$ cat src/rtl/uart_pkg.sv
// Shared UART definitions: FSM encoding, line levels, data width.
package uart_pkg;

  localparam int unsigned DATA_W = 8;

  localparam logic LINE_IDLE = 1'b1;
  localparam logic START_LVL = 1'b0;

  typedef enum logic [2:0] {
    ST_IDLE    = 3'd0,
    ST_START   = 3'd1,
    ST_DATA    = 3'd2,
    ST_STOP    = 3'd3,
    ST_CLEANUP = 3'd4
  } tx_state_e;

endpackage

$ cat src/rtl/uart_tx_fifo_ctrl_if.sv
// Byte write handshake between a producer and the UART TX FIFO.
interface uart_tx_fifo_ctrl_if;
  logic                        i_TX_DV;
  logic [uart_pkg::DATA_W-1:0] i_TX_Byte;
  logic                        o_TX_Ready;

  modport master (output i_TX_DV, output i_TX_Byte, input o_TX_Ready);
  modport slave  (input i_TX_DV, input i_TX_Byte, output o_TX_Ready);
endinterface

$ cat src/rtl/uart_byte_fifo.sv
// Small byte FIFO: synchronous write, head visible from storage registers.
module uart_byte_fifo
  import uart_pkg::*;
#(
  parameter int unsigned FIFO_DEPTH = 4
) (
  input  logic                        i_Clock,
  input  logic                        i_Rst_L,
  input  logic                        push,
  input  logic [DATA_W-1:0]           push_data,
  input  logic                        pop,
  output logic [DATA_W-1:0]           pop_data_c,
  output logic                        full,
  output logic                        empty,
  output logic [$clog2(FIFO_DEPTH):0] count
);

  localparam int unsigned PTR_W = $clog2(FIFO_DEPTH);
  localparam int unsigned CNT_W = PTR_W + 1;

  logic [DATA_W-1:0] mem [FIFO_DEPTH];
  logic [PTR_W-1:0]  wr_ptr_q;
  logic [PTR_W-1:0]  rd_ptr_q;
  logic [CNT_W-1:0]  count_d;
  logic              push_ok_c;
  logic              pop_ok_c;

  assign push_ok_c  = push & ~full;
  assign pop_ok_c   = pop & ~empty;
  assign pop_data_c = mem[rd_ptr_q];

  // Occupancy after this edge; simultaneous push and pop leave it unchanged.
  always_comb begin
    count_d = count;
    unique case ({push_ok_c, pop_ok_c})
      2'b10:   count_d = count + CNT_W'(1);
      2'b01:   count_d = count - CNT_W'(1);
      default: count_d = count;
    endcase
  end

  // Pointers and registered status flags.
  always_ff @(posedge i_Clock or negedge i_Rst_L) begin
    if (!i_Rst_L) begin
      wr_ptr_q <= '0;
      rd_ptr_q <= '0;
      count    <= '0;
      full     <= 1'b0;
      empty    <= 1'b1;
    end else begin
      if (push_ok_c) wr_ptr_q <= wr_ptr_q + PTR_W'(1);
      if (pop_ok_c)  rd_ptr_q <= rd_ptr_q + PTR_W'(1);
      count <= count_d;
      full  <= (count_d == CNT_W'(FIFO_DEPTH));
      empty <= (count_d == '0);
    end
  end

  // Storage array, no reset needed.
  always_ff @(posedge i_Clock) begin
    if (push_ok_c) mem[wr_ptr_q] <= push_data;
  end

endmodule

$ cat src/rtl/uart_tx_fifo_ctrl.sv
// 8N1 UART transmitter with input byte FIFO.
module uart_tx_fifo_ctrl
  import uart_pkg::*;
#(
  parameter int unsigned CLKS_PER_BIT = 868,
  parameter int unsigned FIFO_DEPTH   = 4,
  parameter int unsigned STOP_BITS    = 1
) (
  input  logic                        i_Clock,
  input  logic                        i_Rst_L,
  uart_tx_fifo_ctrl_if.slave          tx_if,
  output logic                        o_TX_Serial,
  output logic                        o_TX_Active,
  output logic                        o_TX_Done,
  output logic [$clog2(FIFO_DEPTH):0] o_FIFO_Count
);

  localparam int unsigned CLK_CNT_W = 12;
  localparam logic [CLK_CNT_W-1:0] CLK_LAST = CLK_CNT_W'(CLKS_PER_BIT - 1);
  localparam logic STOP_LAST = 1'(STOP_BITS - 1);

  tx_state_e            state_q, state_d;
  logic [CLK_CNT_W-1:0] clk_cnt_q, clk_cnt_d;
  logic [2:0]           bit_idx_q, bit_idx_d;
  logic                 stop_idx_q, stop_idx_d;
  logic [DATA_W-1:0]    shift_q, shift_d;
  logic                 serial_d, active_d, done_d;
  logic                 pop_c;
  logic [DATA_W-1:0]    fifo_head_c;
  logic                 fifo_full;
  logic                 fifo_empty;

  uart_byte_fifo #(
    .FIFO_DEPTH (FIFO_DEPTH)
  ) u_fifo (
    .i_Clock    (i_Clock),
    .i_Rst_L    (i_Rst_L),
    .push       (tx_if.i_TX_DV),
    .push_data  (tx_if.i_TX_Byte),
    .pop        (pop_c),
    .pop_data_c (fifo_head_c),
    .full       (fifo_full),
    .empty      (fifo_empty),
    .count      (o_FIFO_Count)
  );

  assign tx_if.o_TX_Ready = ~fifo_full;

  // State, counters and registered line outputs.
  always_ff @(posedge i_Clock or negedge i_Rst_L) begin
    if (!i_Rst_L) begin
      state_q     <= ST_IDLE;
      clk_cnt_q   <= '0;
      bit_idx_q   <= '0;
      stop_idx_q  <= 1'b0;
      shift_q     <= '0;
      o_TX_Serial <= LINE_IDLE;
      o_TX_Active <= 1'b0;
      o_TX_Done   <= 1'b0;
    end else begin
      state_q     <= state_d;
      clk_cnt_q   <= clk_cnt_d;
      bit_idx_q   <= bit_idx_d;
      stop_idx_q  <= stop_idx_d;
      shift_q     <= shift_d;
      o_TX_Serial <= serial_d;
      o_TX_Active <= active_d;
      o_TX_Done   <= done_d;
    end
  end

  // Next state and next line levels; outputs describe the state being entered.
  always_comb begin
    state_d    = state_q;
    clk_cnt_d  = clk_cnt_q;
    bit_idx_d  = bit_idx_q;
    stop_idx_d = stop_idx_q;
    shift_d    = shift_q;
    pop_c      = 1'b0;
    serial_d   = LINE_IDLE;
    active_d   = 1'b0;
    done_d     = 1'b0;

    unique case (state_q)
      ST_IDLE: begin
        clk_cnt_d  = '0;
        bit_idx_d  = '0;
        stop_idx_d = 1'b0;
        if (!fifo_empty) begin
          pop_c    = 1'b1;
          shift_d  = fifo_head_c;
          state_d  = ST_START;
          serial_d = START_LVL;
          active_d = 1'b1;
        end
      end
      ST_START: begin
        serial_d = START_LVL;
        active_d = 1'b1;
        if (clk_cnt_q == CLK_LAST) begin
          clk_cnt_d = '0;
          bit_idx_d = '0;
          state_d   = ST_DATA;
          serial_d  = shift_q[0];
        end else begin
          clk_cnt_d = clk_cnt_q + CLK_CNT_W'(1);
        end
      end
      ST_DATA: begin
        active_d = 1'b1;
        serial_d = shift_q[bit_idx_q];
        if (clk_cnt_q == CLK_LAST) begin
          clk_cnt_d = '0;
          if (bit_idx_q == 3'd7) begin
            state_d  = ST_STOP;
            serial_d = LINE_IDLE;
          end else begin
            bit_idx_d = bit_idx_q + 3'd1;
            serial_d  = shift_q[bit_idx_d];
          end
        end else begin
          clk_cnt_d = clk_cnt_q + CLK_CNT_W'(1);
        end
      end
      ST_STOP: begin
        active_d = 1'b1;
        if (clk_cnt_q == CLK_LAST) begin
          clk_cnt_d = '0;
          if (stop_idx_q == STOP_LAST) begin
            stop_idx_d = 1'b0;
            state_d    = ST_CLEANUP;
            active_d   = 1'b0;
            done_d     = 1'b1;
          end else begin
            stop_idx_d = 1'b1;
          end
        end else begin
          clk_cnt_d = clk_cnt_q + CLK_CNT_W'(1);
        end
      end
      ST_CLEANUP: begin
        state_d = ST_IDLE;
      end
      default: begin
        state_d = ST_IDLE;
      end
    endcase
  end

endmodule

$ cat src/flat_wrapper.sv
// flat-port wrapper written by rule: the top's interface ports become plain ports
module uart_tx_fifo_ctrl_flat import uart_pkg::*;
#(
  parameter int unsigned CLKS_PER_BIT = 868,
  parameter int unsigned FIFO_DEPTH   = 4,
  parameter int unsigned STOP_BITS    = 1
)
  (i_Clock, i_Rst_L, o_TX_Serial, o_TX_Active, o_TX_Done, o_FIFO_Count, tx_if_i_TX_DV, tx_if_i_TX_Byte, tx_if_o_TX_Ready);
  uart_tx_fifo_ctrl_if tx_if_i ();
  input  logic i_Clock;
  input  logic i_Rst_L;
  output logic o_TX_Serial;
  output logic o_TX_Active;
  output logic o_TX_Done;
  output logic [$clog2(FIFO_DEPTH):0] o_FIFO_Count;
  input wire logic [$bits(tx_if_i.i_TX_DV)-1:0] tx_if_i_TX_DV;
  input wire logic [$bits(tx_if_i.i_TX_Byte)-1:0] tx_if_i_TX_Byte;
  output wire logic [$bits(tx_if_i.o_TX_Ready)-1:0] tx_if_o_TX_Ready;
  assign tx_if_i.i_TX_DV = tx_if_i_TX_DV;
  assign tx_if_i.i_TX_Byte = tx_if_i_TX_Byte;
  assign tx_if_o_TX_Ready = tx_if_i.o_TX_Ready;
  uart_tx_fifo_ctrl #(.CLKS_PER_BIT(CLKS_PER_BIT), .FIFO_DEPTH(FIFO_DEPTH), .STOP_BITS(STOP_BITS)) u_core (.i_Clock(i_Clock), .i_Rst_L(i_Rst_L), .tx_if(tx_if_i), .o_TX_Serial(o_TX_Serial), .o_TX_Active(o_TX_Active), .o_TX_Done(o_TX_Done), .o_FIFO_Count(o_FIFO_Count));
endmodule
$ cat config.mk
export PLATFORM = sky130hd
export DESIGN_NAME = uart_tx_fifo_ctrl_flat
export DESIGN_NICKNAME = d
export VERILOG_FILES = /design/src/rtl/uart_pkg.sv /design/src/rtl/uart_tx_fifo_ctrl_if.sv /design/src/rtl/uart_byte_fifo.sv /design/src/rtl/uart_tx_fifo_ctrl.sv /design/src/flat_wrapper.sv
export SDC_FILE = /design/constraint.sdc
export NUM_CORES = 1
export LEC_CHECK = 0
export BUFFER_PORTS_ARGS = -buffer_cell sky130_fd_sc_hd__buf_2
export CORE_MARGIN = 4
export CORE_UTILIZATION = 50
export CTS_BUF_LIST = sky130_fd_sc_hd__clkbuf_4
export DETAILED_ROUTE_END_ITERATION = 6
export HOLD_SLACK_MARGIN = 0.15
export PLACE_DENSITY = 0.71
export SLEW_MARGIN = 30
export SYNTH_ARGS = -nofsm -noshare
export SYNTH_HDL_FRONTEND = slang
export SYNTH_SLANG_ARGS = --single-unit
$ cat constraint.sdc
create_clock -name i_Clock -period 3.7 [get_ports i_Clock]
set_input_delay 0.555 -clock i_Clock [delete_from_list [all_inputs] [get_ports i_Clock]]
set_output_delay 0.555 -clock i_Clock [all_outputs]
set_load 0.02 [all_outputs]
Word-level counts from Yosys, hierarchy flattened
Memory sizes are Yosys's and may differ from the RTL's. A register that Yosys moved wholly into a read port is not among the register bits. Index checks and enable logic that the tools add are counted.

Bits in registers: 31. Bits in latches: 0. Memory bits (writable): 32. ROM bits: 0. Input bits: 11. Output and inout port bits: 7. Memories: 1.

$add $sub $neg: 6. Multipliers: 0. Div/mod/pow operators: 0. $lt $le $gt $ge: 2. Equal/unequal tests: 15. Shift-type cells: 0. Muxes and demuxes: 35. Bitwise gates (word level): 4. Reduce and logical (&&, ||, !) cells: 12.

Memories: u_core.u_fifo.mem (words 4, bits a word 8, read ports 1, clocked after Yosys merged registers in 1, wr ports 1, line uart_byte_fifo.sv:21) `logic [DATA_W-1:0] mem [FIFO_DEPTH];`.

Operator list (number): $mux W3 (9); $pmux W12 S2 (1); $mux W1 (16); $add A12 B1 Y12 const B (1); $eq A12 B10 Y1 const B (1); $mux W12 (1); $pmux W3 S4 (1); $pmux W3 S3 (1); $lt A3 B4 Y1 const B (2); $ne A2 B1 Y1 const B (4); $add A3 B1 Y3 const B (2); $bmux W1 S3 (2); $eq A3 B2 Y1 const B (2); $eq A3 B3 Y1 const B (2); $logic_not A3 Y1 (2); $ne A2 B2 Y1 const B (3); $pmux W1 S3 (2); $pmux W3 S2 (1); $reduce_and A6 Y1 (1); $add A2 B1 Y2 const B (2); $reduce_and A2 Y1 (2); $reduce_and A4 Y1 (1); $reduce_bool A2 Y1 (2); $eq A3 B1 Y1 const B (1); other kinds (10) (12).

Depth between registers and ports, before layout
Word-level depth: 6. Depth in mapped cells: 10. Gate-level depth less buffers: 9.

Hierarchy
Synthesis repeated with hierarchy kept, for this count alone.

Cells, all modules: 229. Area, all modules: 3255.6 um2.

Modules (own cells, without submodules): uart_byte_fifo (times used 1, cells an instance 89, area each 1651.6 um2, sequential area each 1187.4 um2); uart_tx_fifo_ctrl (times used 1, cells an instance 140, area each 1604.0 um2, sequential area each 752.0 um2).

Worst setup path after synthesis
Ideal clock, no wire load.

Kind: flip-flop to flip-flop. Start point: reg u_core.state_q[1]. End point: reg u_core.u_fifo.full. Arrival time: 2.548 ns. Data required time: 3.627 ns. Setup slack: 1.080 ns. Stages on the path, launching flop included: 11. Period minus slack after synthesis: 2.620 ns. Cells stage by stage: dfrtp_1 > or2_2 > nor3_1 > clkbuf_1 > ha_1 > inv_1 > fa_1 > xor2_1 > nor2_1 > xor2_1 > nor2b_1.

Word-level cells in the longest chain between the ends: 6. Elaborated cells between the ends (all ways): 7. Classes of those cells: eq/ne: 3; mux: 2; bitwise: 1; reduce/logical: 1.

Ends and longest elaborated chain: start: declaration (line uart_tx_fifo_ctrl.sv:22) `tx_state_e state_q, state_d;`; start signal: assignment (line uart_tx_fifo_ctrl.sv:61) `state_q <= state_d;`; $logic_not A3 Y1 * (line uart_tx_fifo_ctrl.sv:84) `unique case (state_q)`; $mux W1 * (line uart_tx_fifo_ctrl.sv:84); $and A1 B1 Y1 * (line uart_byte_fifo.sv:29) `assign pop_ok_c = pop & ~empty;`; $eq A2 B1 Y1 or $eq A2 B2 Y1 (tied branches) (line uart_byte_fifo.sv:35) `unique case ({push_ok_c, pop_ok_c})`; $pmux W3 S2 * (line uart_byte_fifo.sv:35); net u_core.u_fifo.count_d[2] (line uart_byte_fifo.sv:24) `logic [CNT_W-1:0] count_d;`; $eq A3 B3 Y1 * (line uart_byte_fifo.sv:54) `full <= (count_d == CNT_W'(FIFO_DEPTH));`; end signal: assignment (line uart_byte_fifo.sv:54); end: declaration (line uart_byte_fifo.sv:13) `output logic full,`.

Mark *: on every way through the listed nets, which the timed path passes. The rest lies on a longest branch. A chain may end at the register's enable or synchronous reset.

Final worst setup path
Start point: reg u_core.state_q[0]. End point: reg u_core.u_fifo.full.

Same word-level chain as after synthesis.

==> results.txt <==
----------------------------------------------------
[Run status]
  Run status ... finished, final reports clean

[Drt]
  DRT iter0 DRCs ... 89
  1st-pass router iterations ... 4
  Average via count per standard cell ... 5.40
  Antenna viol nets, final ... 0
  Post-detailed-route wirelength per cell ... roughly 15 um
  Vias after detailed routing ... 1754
  Number of DRC violations after detailed routing ... 0
  Wire length reported by the detailed router ... ~4800 um

[STA]
  Max-slew headroom at the worst pin ... approximately 54%
  Tmin final ... ~2.6 ns
  Maximum frequency from static timing analysis ... 387 MHz
  Worst Tran Pin Value ... 0.679 ns
  Final critical-path share of the clock period ... between 60 and 70%
  Number of max-slew violations in the final report ... 0
  RSZ-0062 raised after global routing ... false
  Worst hold slack after final layout ... 0.347 ns
  Final Hold Vio Count ... 0
  Total of endpoints with negative setup slack in the final report ... 0
  Post-Route Skew ... between 0.01 and 0.015 ns
  Setup tns final ... 0 ns

[Clocking]
  Clock tree from TritonCTS ... done
  Number of clock buffers inserted by TritonCTS ... 9
  Clock net sink count ... 71
  Source-to-sink clock delay at the later pin of the worst-skew pair ... 0.40 ns
  H-tree lvl count ... 3
  Clock transition time at the flip-flop clock pins of the worst setup and hold paths ... 0.12 ns
  Worst-case clock buffer depth ... 2
  Master cell of the clock root buffer ... sky130_fd_sc_hd__clkbuf_4

[Setup path]
  CP required ... a little over 4 ns
  Critical path startpoint category ... flip-flop
  Crit path capture type ... flip-flop
  Critical Path Fanout Max ... 12
  Critical setup path kind ... reg -> reg
  Arrival @ worst endpoint ... 2.93 ns
  Reg2reg setup slack ... 1.11 ns

[Power]
  Switching part of the total power ... 30.4%
  Part of the power in registers ... 53.3%
  Clock power share ... 22.2%
  Total power density per cell area ... 640 nW/um^2
  Worst-case vdd ir drop ... 0.349 mV
  Leak Pwr ... about 1.4 nW
  Logic pwr share ... 24.4%
  Power Internal ... 0.00154 W
  Sw power ... 0.000674 W

[Floorplanning]
  Site row count ... 28
  Die boundary height ... about 87 um
  DIE AREA ... 7630 sq um
  Die Wd ... 87.4 um
  Number of top-level pins ... 18
  Initial Util ... 52.3%
  Placeable Area ... between 6000 and 7000 sq um

[Worst hold path]
  Worst min path class ... in -> reg

[Yosys]
  Number of standard cells after synthesis ... 223
  Number of flip-flops and latches in the synthesized netlist ... 71
  Fraction of the yosys area taken by sequential cells ... 61.6%
  Syn avg cell area ... 14.1 sq um
  Synth Warn # ... 0
  Number of distinct library cells after synthesis ... 42
  Total nets after synthesis ... 243
  Cell area after synthesis ... 3150 sq um

[Final layout]
  Number of antenna repair diodes ... 0
  Area grow syn2layout ... 9.89%
  Number of nets in the finished design ... 265
  Final Non-Filler Cells ... 325
  Cell area after layout ... about 3500 sq um
  Share of final-layout standard cells stronger than drive strength 1 ... 24.8%

[Global routing]
  Global-route congestion overflow total ... 0
  Number of antenna violations at the first check in global routing ... 0
  Largest net degree at the start of global routing ... 40
  Global-route wire length before repair ... 8570 um
  Vias in the first global route ... between 1500 and 2000
  All-Layer GR Usage ... 15.0%

[Placed design]
  Cells after DPL ... between 300 and 400
  Placed Instance Area ... 3300 sq um
  Count of buffers from port buffering ... 17
  RePlAce Congestion ... roughly 0.8
  Half-perimeter wire length of the detailed placement result ... ~3300 um

[Run]
  Max-cap violations ... 0

----------------------------------------------------
-- repair_timing --
action / CTS / global route
hold endpoints to repair: 0 / 37
hold buffers: 0 / 1
gates resized for setup: 0 / 0
setup buffers: 0 / 0
-- kinds of logic (layout without fill, tap and decap cells) --
kind of cell	after synthesis	after routing	synth area share, %
buffers and inverters	18	45	2.18
AOI/OAI and AO/OA	16	16	3.62
xor gates and xnor gates	15	15	4.17
and+or+nand+nor	68	68	11.1
adders and majority gates	9	9	3.81
muxes	26	26	13.5
DFF	71	71	61.6
-- final timing paths --
check | from | to | cells past startpoint
hold / removal | tx_if_i_TX_Byte[4] | u_core.u_fifo.mem[0][4]$_DFFE_PP_ | 1
max in group asynchronous | i_Rst_L | u_core.o_TX_Serial$_DFF_PN1_ | 2
min in group asynchronous | i_Rst_L | u_core.shift_q[2]$_DFFE_PN0P_ | 2
setup / recovery | u_core.state_q[0]$_DFFE_PN0P_ | u_core.u_fifo.full$_DFF_PN0_ | 10
hold reg to reg | u_core.u_fifo.count[0]$_DFF_PN0_ | u_core.u_fifo.count[0]$_DFF_PN0_ | 1
setup reg to reg | u_core.state_q[0]$_DFFE_PN0P_ | u_core.u_fifo.full$_DFF_PN0_ | 10
-- state kept, by name, summed over array words and instances (netlist names), 2 cells and up --
| name | count |
|---|---|
| u_core.clk_cnt_q | 12 |
| u_core.u_fifo.rd_ptr_q | 2 |
| u_core.state_q | 3 |
| u_core.u_fifo.mem | 32 |
| u_core.u_fifo.count | 3 |
| u_core.bit_idx_q | 3 |
| u_core.shift_q | 8 |
| u_core.u_fifo.wr_ptr_q | 2 |
-- critical path, cell delays in order (launching register included) --
cell	delay, ns
sky130_fd_sc_hd__dfrtp_1	0.51
sky130_fd_sc_hd__or2_2	0.35
sky130_fd_sc_hd__nor3_1	0.14
sky130_fd_sc_hd__buf_4	0.23
sky130_fd_sc_hd__ha_1	0.20
sky130_fd_sc_hd__inv_1	0.06
sky130_fd_sc_hd__fa_1	0.40
sky130_fd_sc_hd__xor2_1	0.15
sky130_fd_sc_hd__nor2_1	0.11
sky130_fd_sc_hd__xor2_1	0.22
sky130_fd_sc_hd__nor2b_1	0.16
-- through the flow --
stage	power (W)	util, %	worst slack [ns]
after global placement	0.00174	54.8	1.18
after CTS	0.00226	57.2	1.09
after global routing	0.00238	57.4	0.771
final	0.00222	57.4	1.11
after floorplan	0.00160	-	1.08
after detailed placement	0.00176	54.8	1.08
-- synthesized netlist by cell type (all sizes together) --
master | count | share of area [%]
dfrtp | 37 | 29
edfxtp | 32 | 31
nor2 | 18 | 2.1
nand2 | 16 | 1.9
mux4 | 12 | 8.6
inv | 10 | 1.2
mux2 | 9 | 3.3
xnor2 | 9 | 2.5
ha | 8 | 3.2
clkbuf | 6 | 0.72
nor3 | 6 | 0.95
xor2 | 6 | 1.7
mux2i | 5 | 1.6
and2 | 4 | 0.79
and3 | 4 | 0.79
o21ai | 4 | 0.64
or3 | 4 | 0.95
a21oi | 3 | 0.48
nor2b | 3 | 0.60
or2 | 3 | 0.60
a211oi | 2 | 0.48
buf | 2 | 0.28
dfstp | 2 | 1.7
nand2b | 2 | 0.40
nand3 | 2 | 0.32
a211o | 1 | 0.28
a221oi | 1 | 0.28
a2bb2oi | 1 | 0.28
a31oi | 1 | 0.20
and4b | 1 | 0.32
fa | 1 | 0.64
nand4 | 1 | 0.20
nand4b | 1 | 0.28
nand4bb | 1 | 0.36
nor3b | 1 | 0.24
nor4b | 1 | 0.28
o21a | 1 | 0.24
o31ai | 1 | 0.24
o41ai | 1 | 0.52
-- per-layer routing --
layer	vias up	share of wire (%)	track usage, %	wire length [um]
met5	-	0	0	0
met4	0	0.97	5.02	46
met3	5	4.2	6.24	199
met2	26	46	22.4	2200
met1	865	49	20.0	2320
li1	858	-	-	-
-- power by group through the flow --
stage | combinational [W] | sequential [W] | clock (W)
after floorplan | 0.000460 | 0.00114 | 0
after global placement | 0.000537 | 0.00120 | 0
after detailed placement | 0.000553 | 0.00120 | 0
after CTS | 0.000554 | 0.00119 | 0.000516
after global routing | 0.000616 | 0.00122 | 0.000551
final | 0.000542 | 0.00118 | 0.000492
-- final cells by class --
type                    count  area (sq um)
fillers                   488          2560
flip-flops and latches     71          1940
multi-input cells         134          1140
clock buffers              10          75.1
inverters                  10          37.5
clock inverters             6          68.8
well taps                  75          93.8
repair buffers             19           105
-- cells in the final DEF, fill, tap and decap left out, drive strengths merged, types with 3 or more instances in the layout --
cell / netlist / final
mux2: 9 / 9
mux4: 12 / 12
nand2: 16 / 16
clkbuf: 6 / 10
xnor2: 9 / 9
ha: 8 / 8
o21ai: 4 / 4
clkinv: 0 / 3
edfxtp: 32 / 32
inv: 10 / 11
mux2i: 5 / 5
xor2: 6 / 6
or3: 4 / 4
a21oi: 3 / 3
buf: 2 / 18
and3: 4 / 4
dfrtp: 37 / 37
nor2b: 3 / 3
or2: 3 / 3
nor3: 6 / 6
and2: 4 / 4
nor2: 18 / 18
No activity file was read; power rests on OpenSTA's default activity.
